### src/rtl/alu_uart_interface.sv
// Byte-stream front end for the ALU: gathers A, B, OP from uart_rx,
// waits out the ALU latency and hands one result byte to uart_tx.
module alu_uart_interface #(
  parameter int N_BITS  = 8,
  parameter int N_OP    = 6,
  parameter int ALU_LAT = 1,
  parameter int TIMEOUT = 50000
) (
  input  logic              clock,
  input  logic              reset,
  input  logic [N_BITS-1:0] i_rx_data,
  input  logic              i_rx_done,
  output logic [N_BITS-1:0] o_A,
  output logic [N_BITS-1:0] o_B,
  output logic [N_OP-1:0]   o_OP,
  input  logic [N_BITS-1:0] i_alu_result,
  output logic [N_BITS-1:0] o_tx_data,
  output logic              o_tx_start,
  input  logic              i_tx_done,
  output logic              o_busy,
  output logic              o_op_err,
  output logic              o_overrun
);

  localparam int LW = (ALU_LAT > 1) ? $clog2(ALU_LAT) : 1;
  localparam int TW = (TIMEOUT > 1) ? $clog2(TIMEOUT) : 1;
  localparam logic [LW-1:0] LAT_LAST = LW'(ALU_LAT - 1);
  localparam logic [TW-1:0] TO_LAST  = TW'((TIMEOUT > 0) ? TIMEOUT - 1 : 0);

  typedef enum logic [2:0] {
    WAIT_A, WAIT_B, WAIT_OP, EXEC, SEND, WAIT_TX
  } state_t;

  state_t state, state_n;

  logic [LW-1:0]     lat_cnt, lat_cnt_n;
  logic [TW-1:0]     to_cnt, to_cnt_n;
  logic [N_BITS-1:0] a_n, b_n, tx_data_n;
  logic [N_OP-1:0]   op_n;
  logic              start_n, busy_n, err_n, ovr_n;
  logic              op_ok, lat_last, to_hit, busy_st;

  // Opcode bits above N_OP are deliberately discarded.
  logic unused_rx_hi;
  assign unused_rx_hi = ^i_rx_data[N_BITS-1:N_OP];

  function automatic logic legal(input logic [N_OP-1:0] op);
    case (op)
      N_OP'(32'h20), N_OP'(32'h22), N_OP'(32'h24),
      N_OP'(32'h25), N_OP'(32'h26), N_OP'(32'h03),
      N_OP'(32'h02), N_OP'(32'h27): legal = 1'b1;
      default:                      legal = 1'b0;
    endcase
  endfunction

  assign op_ok    = legal(i_rx_data[N_OP-1:0]);
  assign lat_last = (lat_cnt == LAT_LAST);
  assign to_hit   = (TIMEOUT > 0) && (to_cnt == TO_LAST);
  assign busy_st  = (state == EXEC) || (state == SEND) ||
                    (state == WAIT_TX);

  always_ff @(posedge clock) begin
    if (reset) begin
      state      <= WAIT_A;
      lat_cnt    <= '0;
      to_cnt     <= '0;
      o_A        <= '0;
      o_B        <= '0;
      o_OP       <= '0;
      o_tx_data  <= '0;
      o_tx_start <= 1'b0;
      o_busy     <= 1'b0;
      o_op_err   <= 1'b0;
      o_overrun  <= 1'b0;
    end else begin
      state      <= state_n;
      lat_cnt    <= lat_cnt_n;
      to_cnt     <= to_cnt_n;
      o_A        <= a_n;
      o_B        <= b_n;
      o_OP       <= op_n;
      o_tx_data  <= tx_data_n;
      o_tx_start <= start_n;
      o_busy     <= busy_n;
      o_op_err   <= err_n;
      o_overrun  <= ovr_n;
    end
  end

  // A byte arriving on the timeout cycle wins over the abort.
  always_comb begin
    state_n = state;
    unique case (state)
      WAIT_A:  if (i_rx_done) state_n = WAIT_B;
      WAIT_B: begin
        if (i_rx_done)   state_n = WAIT_OP;
        else if (to_hit) state_n = WAIT_A;
      end
      WAIT_OP: begin
        if (i_rx_done)   state_n = op_ok ? EXEC : WAIT_A;
        else if (to_hit) state_n = WAIT_A;
      end
      EXEC:    if (lat_last) state_n = SEND;
      SEND:    state_n = WAIT_TX;
      WAIT_TX: if (i_tx_done) state_n = WAIT_A;
      default: state_n = WAIT_A;
    endcase
  end

  always_comb begin
    a_n       = o_A;
    b_n       = o_B;
    op_n      = o_OP;
    tx_data_n = o_tx_data;
    if (i_rx_done && state == WAIT_A)  a_n  = i_rx_data;
    if (i_rx_done && state == WAIT_B)  b_n  = i_rx_data;
    if (i_rx_done && state == WAIT_OP) op_n = i_rx_data[N_OP-1:0];
    if (state == EXEC && lat_last)     tx_data_n = i_alu_result;
    start_n   = (state_n == SEND);
    busy_n    = (state_n == EXEC) || (state_n == SEND) ||
                (state_n == WAIT_TX);
    err_n     = i_rx_done && (state == WAIT_OP) && !op_ok;
    ovr_n     = i_rx_done && busy_st;
    lat_cnt_n = (state == EXEC && !lat_last) ? lat_cnt + 1'b1 : '0;
    to_cnt_n  = '0;
    if (state_n == state && (state == WAIT_B || state == WAIT_OP))
      to_cnt_n = to_cnt + 1'b1;
  end

endmodule

### config.mk
export PLATFORM = sky130hd
export DESIGN_NAME = alu_uart_interface
export DESIGN_NICKNAME = d
export VERILOG_FILES = /design/src/rtl/alu_uart_interface.sv
export SDC_FILE = /design/constraint.sdc
export NUM_CORES = 1
export LEC_CHECK = 0
export ABC_AREA = 1
export CAP_MARGIN = 20
export CORE_ASPECT_RATIO = 1.75
export CORE_MARGIN = 2
export CORE_UTILIZATION = 55
export CTS_BUF_LIST = sky130_fd_sc_hd__clkbuf_8
export CTS_CLUSTER_SIZE = 10
export DETAILED_ROUTE_END_ITERATION = 10
export GPL_ROUTABILITY_DRIVEN = 0
export HOLD_SLACK_MARGIN = 0.02
export PLACE_DENSITY = 0.94
export SYNTH_ARGS = -nofsm -noshare
export SYNTH_HDL_FRONTEND = slang
export SYNTH_SLANG_ARGS = --single-unit
### constraint.sdc
create_clock -name clock -period 2.7 [get_ports clock]
set_input_delay 0.405 -clock clock [delete_from_list [all_inputs] [get_ports clock]]
set_output_delay 0.405 -clock clock [all_outputs]
set_load 0.03 [all_outputs]
==> results.ini <==
[synth]
synth_cell_type_count = 28
synthTopCellsByArea = dfxtp_1 (48%), nor2_1 (11%), o21ai_0 (6.9%), nand2_1 (5.2%), inv_1 (3.9%)
yosys_warnings = 0
syn_nets = 307
synth_seq_area_share_pct = 48.3
ys_seq_elements = 54
synth_area_um2 = 2240
yosysTopAreaCell = dfxtp_1
synth_top_area_share_pct = 48.3
syn_avg_cell_area_um2 = 7.83
netlist_instances = 286

[sta]
min_period_ns = 1.77
fmax_ghz = 0.566
hold_viol = 0
maxSlewHeadroom_pct = 63.2
worst_pin_slew_ns = 0.550
finClkSkew_ns = 0.00719
period_share_pct = 65.4
rsz0062_at_grt = false
report.final.slew_viol_count = 0
setup_viol = 0
hold_slack_ns = 0.474
tns_ns = 0

[routing]
route.detailed.drc = 0
drt-vias-per-instance = 5.25
detail-route-antenna-nets = 0
num_vias = 2049
firstDrtPassIters = 4
routed_wl_um = 5480
wire_per_inst_um = 14.0
drtIter0Drc = 52

[clocking]
cts_root_buf = clkbuf_8
clk_pin_slew_ns = 0.09
cts_inserted_buffers = 5
insertion_delay_ns = 0.31
hold_buffers = 0
ctsResizeCount = 0
cts_post_setup_buffers_inserted = 0
clock_sinks = 54
cts_max_level = 2
cts_tree = done
clock_path_buffers = 2

[power_and_ir_drop]
leakage_nw = 1.17
ir_worst_vdd_uv = 479
power.density_nw_per_um2 = 543

[worst_hold_path]
hp-class = flip-flop to flip-flop

[global_routing]
grt_overflow_total = 0
grt_pass1_wl_um = 9100
grt_max_degree = 32
grt_antenna_before_repair = 0
grt.total_usage_pct = 26.7
grt_pass1_vias = 2178

[critical_path]
critPathKind = flip-flop to flip-flop
crit_fanout = 16
slowest_stage = dfxtp_1
crit_chain = ha_1 -> nand3_1 -> nor2_1 -> nand2_1 -> nand2_1 -> nand2_1 -> nand2_1 -> nand3_1 -> nand2_1 -> inv_2 -> nand2_4 -> nor2_1
timing.critical_path.from_type = flip-flop
path_buf_inv = 1
slowest_delay_ns = 0.38
critical_path_required_ns = 2.90
arrival_ns = 1.97
critical_path.top_delay_family = simple AND/OR/NAND/NOR gates
crit_path_end_kind = flip-flop
cpMostUsedCell = nand2_1

[cells_and_area]
drive_gt1_share_pct = 11.4
diodes = 0
layout-area-overhead-vs-synth_pct = 29.8
nNetsFinal = 362
final_cells = 390

[floorplan]
start_util_pct = 57.4
die_x_um = 52.2
rows = 30
die_h_um = 88.4
core_area_um2 = 3900
ios = 54
fp.dieArea_um2 = 4620

[placement]
port_buffers = 53
placedCellCount = 382
dp_hpwl_um = 4130

[outcome]
status = finished, final reports clean

[job]
cap_violations = 0

[sequential cells by signal, indices dropped and copies added, names as in the netlist]
signal and cells:
to_cnt 16, o_A 8, o_B 8, o_tx_data 8, o_OP 6, state 3
lat_cnt 1, o_busy 1, o_op_err 1, o_overrun 1, o_tx_start 1
[per-layer routing]
metal	share of wire (%)	up-vias	global-route usage (%)
met5	0	-	0
met2	57	57	51.1
met3	4.4	30	6.76
met4	5.2	0	17.0
met1	34	955	23.4
li1	-	1007	-
[final cells by class]
class	instances	area, um2
clock inverters	1	8.76
multi-input cells	196	1000
inverters	28	108
repair buffers	56	553
well taps	48	60.1
fillers	293	997
clock buffers	7	96.3
flip-flops and latches	54	1080
[path summary, 6_finish.rpt]
| kind | from | to | slack, ns | depth (start not counted) |
|---|---|---|---|---|
| max | to_cnt[0]$_SDFF_PP0_ | to_cnt[5]$_SDFF_PP0_ | 0.93 | 12 |
| min reg2reg | to_cnt[0]$_SDFF_PP0_ | to_cnt[0]$_SDFF_PP0_ | 0.47 | 1 |
| min | to_cnt[0]$_SDFF_PP0_ | to_cnt[0]$_SDFF_PP0_ | 0.47 | 1 |
| max reg2reg | to_cnt[0]$_SDFF_PP0_ | to_cnt[5]$_SDFF_PP0_ | 0.93 | 12 |
[cells in the final DEF, fill, tap and decap left out, drive strengths merged]
cell type,count
xnor2,5
nand3,11
nand2,37
a21oi,12
xor2,8
nor3,3
inv,28
clkinv,1
nor2,80
dfxtp,54
buf,3
clkdlybuf4s50,53
clkbuf,7
o21ai,31
nor3b,1
conb,1
a211oi,2
ha,1
nand4,4
[synth_stat cells, drive strengths merged]
cell type  count
a211oi         2
a21oi         12
buf            4
clkbuf         4
conb           1
dfxtp         54
ha             1
inv           28
nand2         37
nand3         11
nand4          4
nor2          80
nor3           3
nor3b          1
o21ai         31
xnor2          5
xor2           8
[power breakdown]
group,total [W],switching [W],internal (W),leakage [nW]
Clock,0.000492,0.000257,0.000235,0.0544
Sequential,0.000846,0.0000196,0.000826,0.439
Combinational,0.000241,0.000144,0.0000973,0.674
[worst reg2reg max path, stage by stage (launching register included)]
cell     delay (ns)
dfxtp_1        0.38
ha_1           0.20
nand3_1        0.15
nor2_1         0.14
nand2_1        0.09
nand2_1        0.08
nand2_1        0.06
nand2_1        0.09
nand3_1        0.07
nand2_1        0.08
inv_2          0.04
nand2_4        0.20
nor2_1         0.07
[through the flow]
step	setup slack [ns]	util [%]	power [W]	cell area (um2)
2_1_floorplan	1.13	-	0.000998	2240
3_3_place_gp	0.708	71.8	0.00109	2800
3_5_place_dp	0.649	71.8	0.00110	2800
4_1_cts	0.901	74.5	0.00159	2910
5_1_grt	0.704	74.5	0.00164	2910
6_report	0.933	74.5	0.00158	2910
[cells by family (layout without fill, tap and decap cells)]
logic type | after synthesis | after routing | share of synthesized area (%)
fa+ha+maj | 1 | 1 | 0.559
simple gates | 136 | 136 | 28.5
other cells | 1 | 1 | 0.167
compound gates | 45 | 45 | 10.3
xor+xnor | 13 | 13 | 5.08
flops | 54 | 54 | 48.3
buf+inv | 36 | 92 | 7.09
(Power assumes the default switching activity.)
